<file path="src/rtl/div_sqrt_rec_fn_excq.sv">
// Issue/response wrapper around a non-pipelined recoded-float div/sqrt core:
// one op in flight, result FIFO with micro-flag classification and watchdog.
// Optional sticky micro-flag accumulator enabled by define DIVSQRT_STICKY_EN.
module div_sqrt_rec_fn_excq #(
    parameter int EXP_W     = 11,
    parameter int SIG_W     = 53,
    parameter int TAG_W     = 5,
    parameter int OUT_DEPTH = 2,
    parameter int TIMEOUT   = 64,
    localparam int RW       = EXP_W + SIG_W + 1
) (
    input  logic             clock,
    input  logic             reset,
    input  logic             io_req_valid,
    output logic             io_req_ready,
    input  logic             io_req_sqrt,
    input  logic [RW-1:0]    io_req_a,
    input  logic [RW-1:0]    io_req_b,
    input  logic [2:0]       io_req_rm,
    input  logic [TAG_W-1:0] io_req_tag,
    input  logic [3:0]       io_req_isSNaN,
    input  logic [6:0]       io_req_exc_enabled,
    output logic             core_inValid,
    input  logic             core_inReady_div,
    input  logic             core_inReady_sqrt,
    output logic             core_sqrtOp,
    output logic [RW-1:0]    core_a,
    output logic [RW-1:0]    core_b,
    output logic [2:0]       core_rm,
    input  logic             core_outValid_div,
    input  logic             core_outValid_sqrt,
    input  logic [RW-1:0]    core_out,
    input  logic [4:0]       core_flags,
    output logic             io_resp_valid,
    input  logic             io_resp_ready,
    output logic [TAG_W-1:0] io_resp_tag,
    output logic [RW-1:0]    io_resp_out,
    output logic [4:0]       io_resp_flags,
    output logic [9:0]       io_resp_u_flag,
    output logic [6:0]       io_resp_u_exception,
    output logic             io_resp_timeout,
    output logic             io_busy
`ifdef DIVSQRT_STICKY_EN
    ,
    output logic [9:0]       io_sticky_u_flag,
    input  logic             io_sticky_clear
`endif
);

    localparam int PW = (OUT_DEPTH > 1) ? $clog2(OUT_DEPTH) : 1;
    localparam int CW = $clog2(OUT_DEPTH + 1);
    localparam int WW = $clog2(TIMEOUT);

    typedef enum logic {S_IDLE, S_WAIT} state_t;

    state_t           state_q;
    logic [WW-1:0]    wd_q;
    logic [TAG_W-1:0] tag_q;
    logic             sqrt_q;
    logic [3:0]       snan_q;
    logic [6:0]       exc_q;
    logic [PW-1:0]    wr_q, rd_q, wr_d, rd_d;
    logic [CW-1:0]    cnt_q;

    logic [TAG_W-1:0] tag_mem   [OUT_DEPTH];
    logic [RW-1:0]    out_mem   [OUT_DEPTH];
    logic [4:0]       flags_mem [OUT_DEPTH];
    logic [9:0]       uf_mem    [OUT_DEPTH];
    logic [6:0]       ue_mem    [OUT_DEPTH];
    logic             to_mem    [OUT_DEPTH];

    logic has_room, fire, match, wd_expired, push, pop;

    assign has_room   = cnt_q < CW'(OUT_DEPTH);
    assign io_req_ready = ~reset && state_q == S_IDLE && has_room &&
                          (io_req_sqrt ? core_inReady_sqrt : core_inReady_div);
    assign core_inValid = ~reset && state_q == S_IDLE && has_room && io_req_valid;
    assign fire       = io_req_valid & io_req_ready;
    assign match      = state_q == S_WAIT && (sqrt_q ? core_outValid_sqrt : core_outValid_div);
    assign wd_expired = state_q == S_WAIT && wd_q == WW'(TIMEOUT - 1);
    assign push       = match | wd_expired;
    assign pop        = io_resp_valid & io_resp_ready;

    assign core_sqrtOp = io_req_sqrt;
    assign core_a      = io_req_a;
    assign core_b      = io_req_b;
    assign core_rm     = io_req_rm;
    assign io_busy     = state_q == S_WAIT;

    assign wr_d = (wr_q == PW'(OUT_DEPTH - 1)) ? '0 : wr_q + PW'(1);
    assign rd_d = (rd_q == PW'(OUT_DEPTH - 1)) ? '0 : rd_q + PW'(1);

    // Result classification from the recoded exponent and the latched operand info
    logic [EXP_W:0] res_exp;
    logic           is_zero, r_inf, c_invalid, c_sub, c_inexact;

    assign res_exp   = core_out[RW-2 -: EXP_W+1];
    assign is_zero   = res_exp[EXP_W -: 3] == 3'b000;
    assign r_inf     = (res_exp[EXP_W -: 2] == 2'b11) & ~res_exp[EXP_W-2];
    assign c_invalid = snan_q[0] | snan_q[1] | core_flags[4];
    assign c_sub     = snan_q[2] | snan_q[3];
    assign c_inexact = core_flags[0] & ~c_invalid;

    logic [RW-1:0] push_out;
    logic [4:0]    push_flags;
    logic [9:0]    push_uf;
    logic [6:0]    push_ue;
    logic          push_to;

    // A real completion wins over a watchdog expiry in the same cycle
    always_comb begin
        push_out   = '0;
        push_flags = 5'b10000;
        push_uf    = 10'h004;
        push_ue    = 7'h40 & exc_q;
        push_to    = 1'b1;
        if (match) begin
            push_out   = core_out;
            push_flags = core_flags;
            push_uf    = {core_flags[3], 1'b0, c_sub, 1'b0, c_inexact, core_flags[2],
                          core_flags[1], c_invalid, r_inf, is_zero};
            push_ue    = {c_invalid, core_flags[3], core_flags[2], core_flags[1],
                          c_inexact, 1'b0, c_sub} & exc_q;
            push_to    = 1'b0;
        end
    end

    always_ff @(posedge clock or posedge reset) begin
        if (reset) begin
            state_q <= S_IDLE;
            wd_q    <= '0;
            tag_q   <= '0;
            sqrt_q  <= 1'b0;
            snan_q  <= '0;
            exc_q   <= '0;
            wr_q    <= '0;
            rd_q    <= '0;
            cnt_q   <= '0;
        end else begin
            case (state_q)
                S_IDLE: begin
                    if (fire) begin
                        state_q <= S_WAIT;
                        wd_q    <= '0;
                        tag_q   <= io_req_tag;
                        sqrt_q  <= io_req_sqrt;
                        snan_q  <= io_req_isSNaN;
                        exc_q   <= io_req_exc_enabled;
                    end
                end
                S_WAIT: begin
                    if (push) state_q <= S_IDLE;
                    else      wd_q    <= wd_q + WW'(1);
                end
                default: state_q <= S_IDLE;
            endcase
            if (push) wr_q <= wr_d;
            if (pop)  rd_q <= rd_d;
            if (push && !pop)      cnt_q <= cnt_q + CW'(1);
            else if (pop && !push) cnt_q <= cnt_q - CW'(1);
        end
    end

    always_ff @(posedge clock) begin
        if (push) begin
            tag_mem[wr_q]   <= tag_q;
            out_mem[wr_q]   <= push_out;
            flags_mem[wr_q] <= push_flags;
            uf_mem[wr_q]    <= push_uf;
            ue_mem[wr_q]    <= push_ue;
            to_mem[wr_q]    <= push_to;
        end
    end

    assign io_resp_valid       = cnt_q != '0;
    assign io_resp_tag         = io_resp_valid ? tag_mem[rd_q]   : '0;
    assign io_resp_out         = io_resp_valid ? out_mem[rd_q]   : '0;
    assign io_resp_flags       = io_resp_valid ? flags_mem[rd_q] : '0;
    assign io_resp_u_flag      = io_resp_valid ? uf_mem[rd_q]    : '0;
    assign io_resp_u_exception = io_resp_valid ? ue_mem[rd_q]    : '0;
    assign io_resp_timeout     = io_resp_valid ? to_mem[rd_q]    : 1'b0;

`ifdef DIVSQRT_STICKY_EN
    logic [9:0] sticky_q;

    always_ff @(posedge clock or posedge reset) begin
        if (reset)                sticky_q <= '0;
        else if (io_sticky_clear) sticky_q <= push ? push_uf : '0;
        else if (push)            sticky_q <= sticky_q | push_uf;
    end

    assign io_sticky_u_flag = sticky_q;
`endif

endmodule

</file>
<file path="config.mk">
export PLATFORM = sky130hd
export DESIGN_NAME = div_sqrt_rec_fn_excq
export DESIGN_NICKNAME = d
export VERILOG_FILES = /design/src/rtl/div_sqrt_rec_fn_excq.sv
export SDC_FILE = /design/constraint.sdc
export NUM_CORES = 1
export LEC_CHECK = 0
export ABC_CLOCK_PERIOD_IN_PS = 12900
export CAP_MARGIN = 20
export CORE_AREA = 2 2 181 183
export CTS_BUF_LIST = sky130_fd_sc_hd__clkbuf_2
export CTS_CLUSTER_DIAMETER = 80
export DETAILED_ROUTE_END_ITERATION = 10
export DIE_AREA = 0 0 183 185
export PLACE_DENSITY = 0.68
export REMOVE_ABC_BUFFERS = 1
export SLEW_MARGIN = 10
export SYNTH_ARGS = -nofsm -noshare
export SYNTH_HDL_FRONTEND = slang
export SYNTH_SLANG_ARGS = --single-unit
</file>
<file path="constraint.sdc">
create_clock -name clock -period 12.9 [get_ports clock]
set_clock_uncertainty 0.1 [all_clocks]
set_input_delay 1.29 -clock clock [delete_from_list [all_inputs] [get_ports clock]]
set_output_delay 1.29 -clock clock [all_outputs]
set_load 0.01 [all_outputs]
</file>
# ---- Yosys cells after proc, flatten, opt, wreduce, memory -nomap -nowiden
# Memories as Yosys holds them, arrays and structs flattened.
# Cells that the tools add are included.
dict set report totals {
  mem_bits_rw 186
  latchBits 0
  memories 6
  rom_bits 0
  word_cells 78
  regBits 28
  output_inout_bits 231
  inputBits 228
}
# name depth width read_ports rd_clocked_by_memory_dff wr line
set memory_table {}
lappend memory_table {out_mem 2 65 1 0 1 66} ;# logic [RW-1:0] out_mem [OUT_DEPTH];
lappend memory_table {uf_mem 2 10 1 0 1 68} ;# logic [9:0] uf_mem [OUT_DEPTH];
lappend memory_table {ue_mem 2 7 1 0 1 69} ;# logic [6:0] ue_mem [OUT_DEPTH];
lappend memory_table {flags_mem 2 5 1 0 1 67} ;# logic [4:0] flags_mem [OUT_DEPTH];
lappend memory_table {tag_mem 2 5 1 0 1 65} ;# logic [TAG_W-1:0] tag_mem [OUT_DEPTH];
lappend memory_table {to_mem 2 1 1 0 1 70} ;# logic to_mem [OUT_DEPTH];
dict set report op_classes {
  magnitude_cmp 1
  n_mux 25
  bitwise_logic 13
  n_eq_ne 4
  multipliers 0
  shifts 0
  n_div 0
  addsub 5
  reduce_logical 15
}
# operator count
set op_table {}
lappend op_table {{$mux W65} 2}
lappend op_table {{$mux W10} 2}
lappend op_table {{$mux W5} 3}
lappend op_table {{$mux W7} 2}
lappend op_table {{$mux W6} 2}
lappend op_table {{$pmux W6 S2} 1}
lappend op_table {{$mux W1} 10}
lappend op_table {{$logic_and A1 B1 Y1} 8}
lappend op_table {{$and A7 B7 Y7} 1}
lappend op_table {{$add A6 B1 Y6 const B} 1}
lappend op_table {{$eq A6 B6 Y1 const B} 1}
lappend op_table {{$and A1 B1 Y1} 4}
lappend op_table {{$mux W2} 2}
lappend op_table {{$ne A2 B2 Y1 const B} 2}
lappend op_table {{$not A1 Y1} 4}
lappend op_table {{$or A1 B1 Y1} 4}
lappend op_table {{$reduce_and A2 Y1} 2}
lappend op_table {{$reduce_bool A2 Y1} 2}
lappend op_table {{$logic_not A3 Y1} 1}
lappend op_table {{$add A1 B1 Y1 const B} 2}
lappend op_table {{$add A2 B1 Y2 const B} 1}
lappend op_table {{$eq A2 B2 Y1 const B} 1}
lappend op_table {{$logic_not A1 Y1} 2}
lappend op_table {{$lt A2 B2 Y1 const B} 1}
lappend op_table {{2 further kinds} 2}

# ---- Longest topological paths before layout
# Gate-level depths: netlist of run 1.
dict set report depth {
  depth_word 7
  ltp_mapped 9
}

# ---- Worst setup path after synthesis of run 1
# No wires, ideal clock.
dict set report synth_timing {
  path_type {input-to-reg}
  startpoint {input port core_outValid_sqrt}
  endpoint {memory flags_mem[0][0] (enable)}
  path_buffers 1
  arrival_ns 5.663
  path_slack_ns 6.593
  t_required_ns 12.256
  path_stages 6
  path_cell_list {mux2i_1 nor2b_2 buf_6 inv_6 nand2_1 nor2b_1}
}
dict set report synth_between {
  elab_chain_len 5
}
# element line
set synth_rtl {}
lappend synth_rtl {{start, declared} 31} ;# input logic core_outValid_sqrt,
lappend synth_rtl {{$mux W1} 79} ;# assign match = state_q == S_WAIT && (sqrt_q ? core_outValid_sqrt : core_outValid_div);
lappend synth_rtl {{$logic_and A1 B1 Y1} 79}
lappend synth_rtl {{$or A1 B1 Y1} 81} ;# assign push = match | wd_expired;
lappend synth_rtl {{$mux W1} 165} ;# if (push) begin
lappend synth_rtl {{$mux W1 (not written as such)} 168} ;# flags_mem[wr_q] <= push_flags;
lappend synth_rtl {{end, declared} 67}
# Every way passes these cells.

# ---- Final worst setup path of run 1
dict set report layout_timing {
  startpoint {register rd_q}
  endpoint {output port io_resp_out[31]}
}
dict set report layout_between {
  elab_chain_len 2
}
# element line
set layout_rtl {}
lappend layout_rtl {{start, declared} 62} ;# logic [PW-1:0] wr_q, rd_q, wr_d, rd_d;
lappend layout_rtl {{start signal, assigned} 158} ;# if (pop) rd_q <= rd_d;
lappend layout_rtl {{$mem_v2 Z2 W65} n/a}
lappend layout_rtl {{$mux W65} 177} ;# assign io_resp_out = io_resp_valid ? out_mem[rd_q] : '0;
lappend layout_rtl {{end, declared} 37} ;# output logic [RW-1:0] io_resp_out,
# Every way passes these cells.

==> run_results.csv, run 1 <==
group,metric,value,unit
cts,ctsHoldBuffers,0,
power_and_ir_drop,p_switching,739,uW
cts,clockBufferDepth,3,
setup_path,r2r_setup_slack,9.94,ns
cts,clk_pin_slew,0.10,ns
cts,numCtsBuffers,54,
setup_path,worstPathRequired,11.51,ns
setup_path,r2r_end,"out_mem[1][5]",
synth,yosysWarnings,0,
timing,slew_headroom,29.1,%
timing,finalSetupViolations,0,
route,vias_per_cell,4.61,
floorplanning,coreArea,0.0320,sq mm
power_and_ir_drop,p_int,1390,uW
final_layout,drive_gt1_share,15.1,%
floorplanning,io_pins,459,
placement,dpl_cell_area,0.0106,sq mm
global_routing,grt-ovfl-total,0,
floorplanning,die_h,185,microns
cts,cts_max_level,2,
setup_path,endpoint_kind,"output pin",
timing,whs,0.362,ns
final_layout,syn_to_final_growth,19.0,%
cts,root_buffer,"clkbuf_2",
timing,setup-tns-final,0,ns
cts,clock_latency,0.84,ns
placement,dpl.cell_count,1131,
route,post_drt_wl_per_cell,35.6,microns
global_routing,grt_pass1_vias,5763,
placement,pre_cts_ws,8.61,ns
setup_path,crit_path_start_kind,"flip-flop",
power_and_ir_drop,power_frac_seq,40.7,%
floorplanning,initial_utilization,29.1,%
route,wirelength,43.8,mm
synth,ys_types,39,
route,route.vias.total,5662,
synth,synth-seq-cells,201,
global_routing,grt_usage,25.5,%
setup_path,r2r_start,"wd_q[0]",
setup_path,endpoint,"io_resp_out[31]",
synth,synth_edf_count,174,
run,max-cap-violations,0,
timing,hold_viol_final,0,
final_layout,design_area,0.0111,sq mm
status,status,"complete, no violations",
power_and_ir_drop,powerDensity,192,mW/mm^2
setup_path,path_class,"reg -> out",
cts,cts_post_setup_buffers_inserted,0,
setup_path,reg2reg_depth,6,
timing,finalMaxSlewViolations,0,
final_layout,final_cell_mix,"clkdlybuf4s50_1, edfxtp_1, nor2_1",
timing,min_period,5.09,ns
timing,setup_slack,7.81,ns
placement,place.gp.congestion,0.853,
setup_path,cp_max_fo,49,
global_routing,grt_pass1_wl,55.6,mm
power_and_ir_drop,ir_drop,0.104,mV
setup_path,crit_arrival,3.70,ns
timing,max_freq,196,MHz
route,drc,0,
cts,cts-resized-gates,0,
final_layout,final_common_cell,"clkdlybuf4s50_1",
cts,cts_tree,"yes",
synth,avgSynthCellArea,13.4,sq um
synth,synth-async-reset-ratio,13.4,%
cts,cts.sinks,201,
floorplanning,die_area,0.0339,sq mm
power_and_ir_drop,p_leak,0.00429,uW
placement,hpwl,34.7,mm
synth,synth_cells,695,
synth,netlist_area,0.00932,sq mm
route,drt-pass1-iter-count,4,
timing,rsz0062_at_grt,"no",
timing,fin_crit_sh,39.5,%
global_routing,grt_start_max_net_pins,89,
global_routing,antenna_found_initial,2,
power_and_ir_drop,sw_frac_of_total,34.8,%
placement,io_buffers,188,
worst_hold_path,hold_path.class,"reg -> reg",
setup_path,crit_start,"rd_q",
final_layout,stdcell_count,1229,
timing,worst_pin_slew,1.06,ns
power_and_ir_drop,clkPwrFrac,20.6,%
route,drt_iter0_drc,258,
floorplanning,die_w,183,microns
power_and_ir_drop,p_comb_share,38.7,%
synth,seq_area_frac_synth,63.3,%
final_layout,fillerInstances,3182,
route,antenna_left,0,
synth,synth-main-ff-cell,"edfxtp_1",
final_layout,final_nets,1009,
floorplanning,row_count,66,
[logic make-up after synthesis]
group	synth area share [%]
buffers and inverters	13.1
AO/OA/AOI/OAI	0.671
XOR/XNOR	0.564
other	0.0402
flip-flops	63.3
multiplexers	11.6
adder cells (fa/ha/maj)	0.268
AND/OR/NAND/NOR	10.5
[worst min-delay path by stage]
| stage | from | end | slack (ns) | cells past startpoint |
|---|---|---|---|---|
| after detailed placement | tag_q[0] | tag_mem[0][0] | 0.36 | 0 |
| after CTS | tag_q[0] | tag_mem[1][0] | 0.37 | 0 |
| after global placement | tag_q[0] | tag_mem[1][0] | 0.35 | 0 |
| final | tag_q[1] | tag_mem[1][1] | 0.36 | 0 |
| after global routing | tag_q[4] | tag_mem[1][4] | 0.38 | 0 |
| after floorplan | tag_q[0] | tag_mem[0][0] | 0.34 | 0 |
[cells in the mapped netlist, drive strengths merged, types with 2 or more instances]
library cell / number / area, sq um
nor2b: 2 / 15.0
xnor2: 3 / 26.3
mux2i: 90 / 901
xor2: 3 / 26.3
clkbuf: 14 / 52.6
nand3: 3 / 15.0
nand2: 5 / 18.8
o22ai: 2 / 12.5
ha: 2 / 25.0
dfrtp: 27 / 676
mux2: 16 / 180
nor4b: 2 / 17.5
and3: 5 / 31.3
nand2b: 2 / 15.0
a21oi: 2 / 10.0
a31oi: 2 / 12.5
buf: 155 / 1130
nor2: 94 / 353
and2: 73 / 462
edfxtp: 174 / 5230
a21o: 2 / 15.0
inv: 8 / 35.0
[per-layer routing]
metal / wire length, microns / vias up / part of all wire [%] / GRT usage (%)
met2: 18200 / 534 / 42 / 37.2
met1: 12500 / 2603 / 29 / 20.5
met5: 217 / - / 0.50 / 5.93
met3: 12400 / 56 / 28 / 33.7
li1: - / 2463 / - / -
met4: 488 / 6 / 1.1 / 4.06
[stage by stage]
| step | power, uW | util [%] |
|---|---|---|
| after floorplan | 1290 | - |
| after global placement | 1700 | 33.1 |
| after detailed placement | 1710 | 33.1 |
| after CTS | 2160 | 34.6 |
| after global routing | 2260 | 34.6 |
| final | 2130 | 34.6 |
[power by group through the flow]
stage | clock (uW) | combinational [uW] | sequential (uW)
after global placement | 0 | 826 | 879
after CTS | 459 | 834 | 869
after floorplan | 0 | 399 | 889
after global routing | 490 | 892 | 876
final | 439 | 822 | 866
after detailed placement | 0 | 827 | 884
[registers in the layout (all words and copies together) (netlist names)]
register and cells:
io_busy 1, tag_q 5, out_mem 130, tag_mem 10, sqrt_q 1, wd_q 6
to_mem 2, wr_q 1, snan_q 4, flags_mem 10, cnt_q 2, ue_mem 12
uf_mem 10, rd_q 1, exc_q 6
[area by class of cell]
class,instances,area [sq um],area share (%)
clock buffer,84,420,3.79
inverter,8,35.0,0.316
clock inverter,13,60.1,0.541
timing repair buffer,195,1930,17.4
antenna,1,2.50,0.0225
multi-input combinational,319,2230,20.1
sequential,201,5900,53.2
tap,408,510,4.60
[worst max-delay path, stage by stage (launching register included)]
cell and delay [ns]:
dfrtp_4 0.90, buf_4 0.81, mux2i_1 0.44, nor2_1 0.07
clkdlybuf4s50_1 0.52
No activity file was read; power rests on OpenSTA's default activity.
==> run 2, diff against run 1 <==
--- a/config.mk
+++ b/config.mk
@@ -5,14 +5,14 @@
 export SDC_FILE = /design/constraint.sdc
 export NUM_CORES = 1
 export LEC_CHECK = 0
-export ABC_CLOCK_PERIOD_IN_PS = 12900
+export ABC_CLOCK_PERIOD_IN_PS = 4200
 export CAP_MARGIN = 20
-export CORE_AREA = 2 2 181 183
+export CORE_AREA = 2 2 180 182
 export CTS_BUF_LIST = sky130_fd_sc_hd__clkbuf_2
 export CTS_CLUSTER_DIAMETER = 80
 export DETAILED_ROUTE_END_ITERATION = 10
-export DIE_AREA = 0 0 183 185
-export PLACE_DENSITY = 0.68
+export DIE_AREA = 0 0 182 184
+export PLACE_DENSITY = 0.71
 export REMOVE_ABC_BUFFERS = 1
 export SLEW_MARGIN = 10
 export SYNTH_ARGS = -nofsm -noshare
==> constraint.sdc (replaced) <==
create_clock -name clock -period 4.2 [get_ports clock]
set_clock_uncertainty 0.1 [all_clocks]
set_input_delay 0.42 -clock clock [delete_from_list [all_inputs] [get_ports clock]]
set_output_delay 0.42 -clock clock [all_outputs]
set_load 0.01 [all_outputs]
==> run_results.csv, run 2 (same netlist as run 1, synthesis figures left out) <==
group,metric,value,unit
status,status,"complete, no violations",
power_and_ir_drop,ir_drop,0.317,mV
setup_path,crit_path_start_kind,"flip-flop",
timing,finalMaxSlewViolations,0,
route,drt-pass1-iter-count,4,
final_layout,largestRegisters,"out_mem (130), ue_mem (12)",
floorplanning,row_count,65,
final_layout,fillerInstances,3079,
route,post_drt_wl_per_cell,35.5,microns
timing,hold_viol_final,0,
placement,dpl.cell_count,1127,
floorplanning,coreArea,0.0314,sq mm
placement,place.gp.congestion,0.825,
floorplanning,io_pins,459,
final_layout,regMostFlops,"out_mem",
floorplanning,die_area,0.0335,sq mm
route,route.vias.total,5754,
route,drt_iter0_drc,293,
global_routing,grt_pass1_vias,5965,
route,vias_per_cell,4.66,
floorplanning,die_h,184,microns
timing,max_freq,270,MHz
setup_path,worstPathRequired,3.68,ns
cts,cts-resized-gates,0,
final_layout,largest_reg_flops,130,
placement,hpwl,35.1,mm
setup_path,endpoint_kind,"output pin",
route,wirelength,43.8,mm
global_routing,grt_usage,26.0,%
final_layout,final_nets,1023,
global_routing,grt_pass1_wl,56.7,mm
cts,clockBufferDepth,3,
setup_path,crit_arrival,3.18,ns
placement,io_buffers,188,
worst_hold_path,hold_path.class,"in -> reg",
floorplanning,initial_utilization,29.7,%
timing,fin_crit_sh,88.1,%
timing,worst_pin_slew,0.838,ns
floorplanning,die_w,182,microns
final_layout,drive_gt1_share,15.1,%
setup_path,cp_max_fo,41,
cts,root_buffer,"clkbuf_2",
cts,numCtsBuffers,54,
setup_path,path_class,"reg -> out",
timing,finalSetupViolations,0,
final_layout,stdcell_count,1236,
route,antenna_left,0,
run,max-cap-violations,0,
timing,slew_headroom,44.1,%
global_routing,grt_start_max_net_pins,73,
cts,clock_latency,0.89,ns
final_layout,syn_to_final_growth,20.8,%
cts,cts_tree,"yes",
cts,clk_pin_slew,0.11,ns
final_layout,final_core_util,35.9,%
timing,rsz0062_at_grt,"no",
route,drc,0,
cts,cts.sinks,201,
final_layout,final_cell_mix,"clkdlybuf4s50_1, edfxtp_1, nor2_1",
final_layout,antenna_cells,0,
global_routing,grt-ovfl-total,0,
power_and_ir_drop,powerDensity,582,mW/mm^2
power_and_ir_drop,p_total,6550,uW
timing,min_period,3.70,ns
global_routing,antenna_found_initial,1,
final_layout,final_common_cell,"clkdlybuf4s50_1",
power_and_ir_drop,p_leak,0.00437,uW
cts,cts_max_level,2,
==> run 2: cell types whose count changed in the layout (fill, tap and decap cells not counted), sizes merged <==
cell         delta
buf             +2
diode           -1
dlygate4sd3    +12
clkbuf          +1
clkinv          -1
clkinvlp        -1
inv             +1
==> run 2: per-stage QoR <==
stage | setup slack, ns | area, sq um | hold slack, ns | setup TNS (ns)
floorplan | -2.04 | 8150 | 0.338 | -191.12
global placement | 1.26 | 10600 | 0.348 | 0
detailed placement | 1.23 | 10600 | 0.357 | 0
CTS | 0.393 | 11300 | 0.00303 | 0
global route | 0.296 | 11300 | 0.00456 | 0
finish | 0.501 | 11300 | 0.0912 | 0
==> run 2: worst paths after layout <==
path | start | to | slack [ns] | cells past startpoint
max reg2reg | wd_q[0] | out_mem[1][11] | 1.65 | 6
min in group asynchronous | reset | exc_q[2] | 0.40 | 4
max | rd_q | io_resp_out[22] | 0.50 | 4
max in group asynchronous | reset | rd_q | 3.22 | 4
min reg2reg | tag_q[1] | tag_mem[1][1] | 0.36 | 0
min | core_out[13] | out_mem[1][13] | 0.09 | 2
==> run 2: cell type report <==
| class | instances | area, sq um | share of cell area, % |
|---|---|---|---|
| flip-flops and latches | 201 | 5900 | 52.4 |
| multi-input cells | 319 | 2230 | 19.8 |
| repair buffers | 209 | 2090 | 18.6 |
| well taps | 402 | 503 | 4.47 |
| clock buffers | 85 | 425 | 3.78 |
| clock inverters | 12 | 68.8 | 0.611 |
| inverters | 8 | 35.0 | 0.311 |
==> run 2: critical path: stages, from the launching register on <==
cell,delay (ns)
dfrtp_4,0.96
buf_4,0.41
mux2i_1,0.12
nor2_1,0.25
clkdlybuf4s50_1,0.61
==> run 2: layer usage <==
layer | GRT usage (%) | vias up | routed length [microns]
li1 | - | 2493 | -
met1 | 19.8 | 2616 | 11600
met2 | 38.2 | 566 | 18400
met3 | 34.5 | 67 | 12500
met4 | 6.48 | 12 | 942
met5 | 8.44 | - | 365
==> run 2: report_power, final <==
| group | switching, uW | total (uW) | internal [uW] |
|---|---|---|---|
| clock | 829 | 1380 | 548 |
| sequential | 221 | 2660 | 2440 |
| combinational | 1200 | 2520 | 1310 |
==> run 2: timing repair <==
item	4_1_cts	5_1_grt
hold buffers	12	0
setup buffers	0	0
endpoints found under the hold margin	38	0
endpoints found under the setup margin	0	0
==> run 3, diff against run 2 <==
--- a/config.mk
+++ b/config.mk
@@ -5,14 +5,13 @@
 export SDC_FILE = /design/constraint.sdc
 export NUM_CORES = 1
 export LEC_CHECK = 0
-export ABC_CLOCK_PERIOD_IN_PS = 4200
 export CAP_MARGIN = 20
 export CORE_AREA = 2 2 180 182
 export CTS_BUF_LIST = sky130_fd_sc_hd__clkbuf_2
 export CTS_CLUSTER_DIAMETER = 80
 export DETAILED_ROUTE_END_ITERATION = 10
 export DIE_AREA = 0 0 182 184
-export PLACE_DENSITY = 0.71
+export PLACE_DENSITY = 0.69
 export REMOVE_ABC_BUFFERS = 1
 export SLEW_MARGIN = 10
 export SYNTH_ARGS = -nofsm -noshare
==> constraint.sdc (replaced) <==
create_clock -name clock -period 4.7 [get_ports clock]
set_clock_uncertainty 0.1 [all_clocks]
set_input_delay 0.47 -clock clock [delete_from_list [all_inputs] [get_ports clock]]
set_output_delay 0.47 -clock clock [all_outputs]
set_load 0.01 [all_outputs]
==> run_results.csv, run 3 (same netlist as run 1, synthesis figures left out) <==
group,metric,value,unit
setup_path,crit_arrival,3.07,ns
route,drt_iter0_drc,310,
route,wirelength,44.4,mm
cts,clk_pin_slew,0.11,ns
setup_path,slowest_delay,0.82,ns
power_and_ir_drop,powerDensity,528,mW/mm^2
global_routing,grt_usage,26.2,%
setup_path,worst_path_max_delay_cell,"dfrtp_4",
timing,min_period,3.64,ns
final_layout,design_area,0.0112,sq mm
setup_path,crit_path_start_kind,"flip-flop",
setup_path,reg2reg_depth,6,
power_and_ir_drop,p_leak,0.00434,uW
worst_hold_path,whs_path_depth,2,
floorplanning,die_area,0.0335,sq mm
global_routing,grt-ovfl-total,0,
timing,worst_pin_slew,0.991,ns
cts,cts_tree,"yes",
placement,io_buffers,188,
cts,root_buffer,"clkbuf_2",
floorplanning,initial_utilization,29.7,%
timing,slew_headroom,34.0,%
final_layout,regMostFlops,"out_mem",
route,antenna_left,0,
final_layout,largest_reg_flops,130,
global_routing,antenna_found_initial,1,
route,drc,0,
run,max-cap-violations,0,
setup_path,worstPathRequired,4.13,ns
setup_path,path_class,"reg -> out",
setup_path,r2r_start,"wd_q[0]",
global_routing,grt_pass1_wl,56.7,mm
placement,hpwl,35.7,mm
setup_path,crit_family,"buffers and inverters",
cts,cts_max_level,2,
cts,clockBufferDepth,3,
setup_path,r2r_end,"out_mem[1][39]",
timing,hold_viol_final,0,
worst_hold_path,whs_endpoint,"tag_q[0]",
timing,finalMaxSlewViolations,0,
power_and_ir_drop,p_total,5910,uW
status,status,"complete, no violations",
final_layout,antenna_cells,0,
final_layout,final_common_cell,"clkdlybuf4s50_1",
setup_path,r2r_setup_slack,2.00,ns
floorplanning,coreArea,0.0314,sq mm
setup_path,path_cells,"buf_4 -> mux2i_1 -> nor2_1 -> clkdlybuf4s50_1",
final_layout,syn_to_final_growth,19.9,%
floorplanning,die_h,184,microns
route,post_drt_wl_per_cell,36.0,microns
placement,dpl_cell_area,0.0106,sq mm
final_layout,drive_gt1_share,15.5,%
final_layout,largestRegisters,"out_mem (130), ue_mem (12)",
placement,place.gp.congestion,0.804,
floorplanning,die_w,182,microns
global_routing,grt_pass1_vias,6001,
route,route.vias.total,5797,
timing,fin_crit_sh,77.4,%
timing,max_freq,275,MHz
cts,numCtsBuffers,56,
worst_hold_path,min-delay-start,"io_req_tag[0]",
timing,rsz0062_at_grt,"no",
global_routing,grt_start_max_net_pins,73,
power_and_ir_drop,ir_drop,0.287,mV
cts,clock_latency,0.85,ns
final_layout,final_cell_mix,"clkdlybuf4s50_1, edfxtp_1, nor2_1",
setup_path,path_buf_inv,2,
setup_path,cp_max_fo,31,
final_layout,final_nets,1016,
worst_hold_path,hold_path.class,"in -> reg",
floorplanning,row_count,65,
route,vias_per_cell,4.70,
cts,cts.sinks,201,
setup_path,endpoint_kind,"output pin",
floorplanning,io_pins,459,
route,drt-pass1-iter-count,5,
cts,cts-resized-gates,0,
final_layout,fillerInstances,3128,
timing,finalSetupViolations,0,
## run 3: area by class of cell
class | instances | area, sq um | area share (%)
Multi-Input combinational cell | 319 | 2230 | 20.0
Timing Repair Buffer | 200 | 2000 | 17.9
Inverter | 8 | 35.0 | 0.313
Tap cell | 402 | 503 | 4.50
Clock buffer | 89 | 445 | 3.98
Clock inverter | 15 | 66.3 | 0.593
Sequential cell | 201 | 5900 | 52.8
## run 3: repair_timing
action | in CTS | in global routing
hold endpoints to repair | 1 | 14
buffers inserted | 0 | 0
hold buffers | 1 | 1
## run 3: power breakdown
part | switching [uW] | internal [uW]
combinational | 1130 | 1160
clock | 752 | 506
sequential | 175 | 2180
## run 3: metrics by stage
step           utilization, %  std cells  setup slack, ns  TNS (ns)  hold slack, ns
4_1_cts                  35.5       1232            0.921         0          0.0141
3_5_place_dp             33.9       1127             1.56         0           0.363
5_1_grt                  35.6       1234            0.809         0          0.0294
6_report                 35.6       1234             1.06         0           0.105
3_3_place_gp             33.9       1127             1.58         0           0.348
2_1_floorplan               -        528            -1.59   -138.20           0.338
## run 3: routing by layer
metal  GRT usage, %  share of wire [%]  vias up
met5           10.7                1.1        -
met4           5.32                2.1       12
met3           35.5                 29       67
met2           38.9                 42      593
met1           19.2                 26     2644
li1               -                  -     2481
## run 3: worst max-delay path by stage
stage	from	end	cells past startpoint
after floorplan	core_outValid_sqrt	flags_mem[0][0]	5
after global placement	core_outValid_sqrt	out_mem[1][4]	7
after detailed placement	core_outValid_div	out_mem[1][29]	7
after CTS	rd_q	io_resp_out[26]	4
after global routing	rd_q	io_resp_out[26]	4
final	rd_q	io_resp_out[12]	4
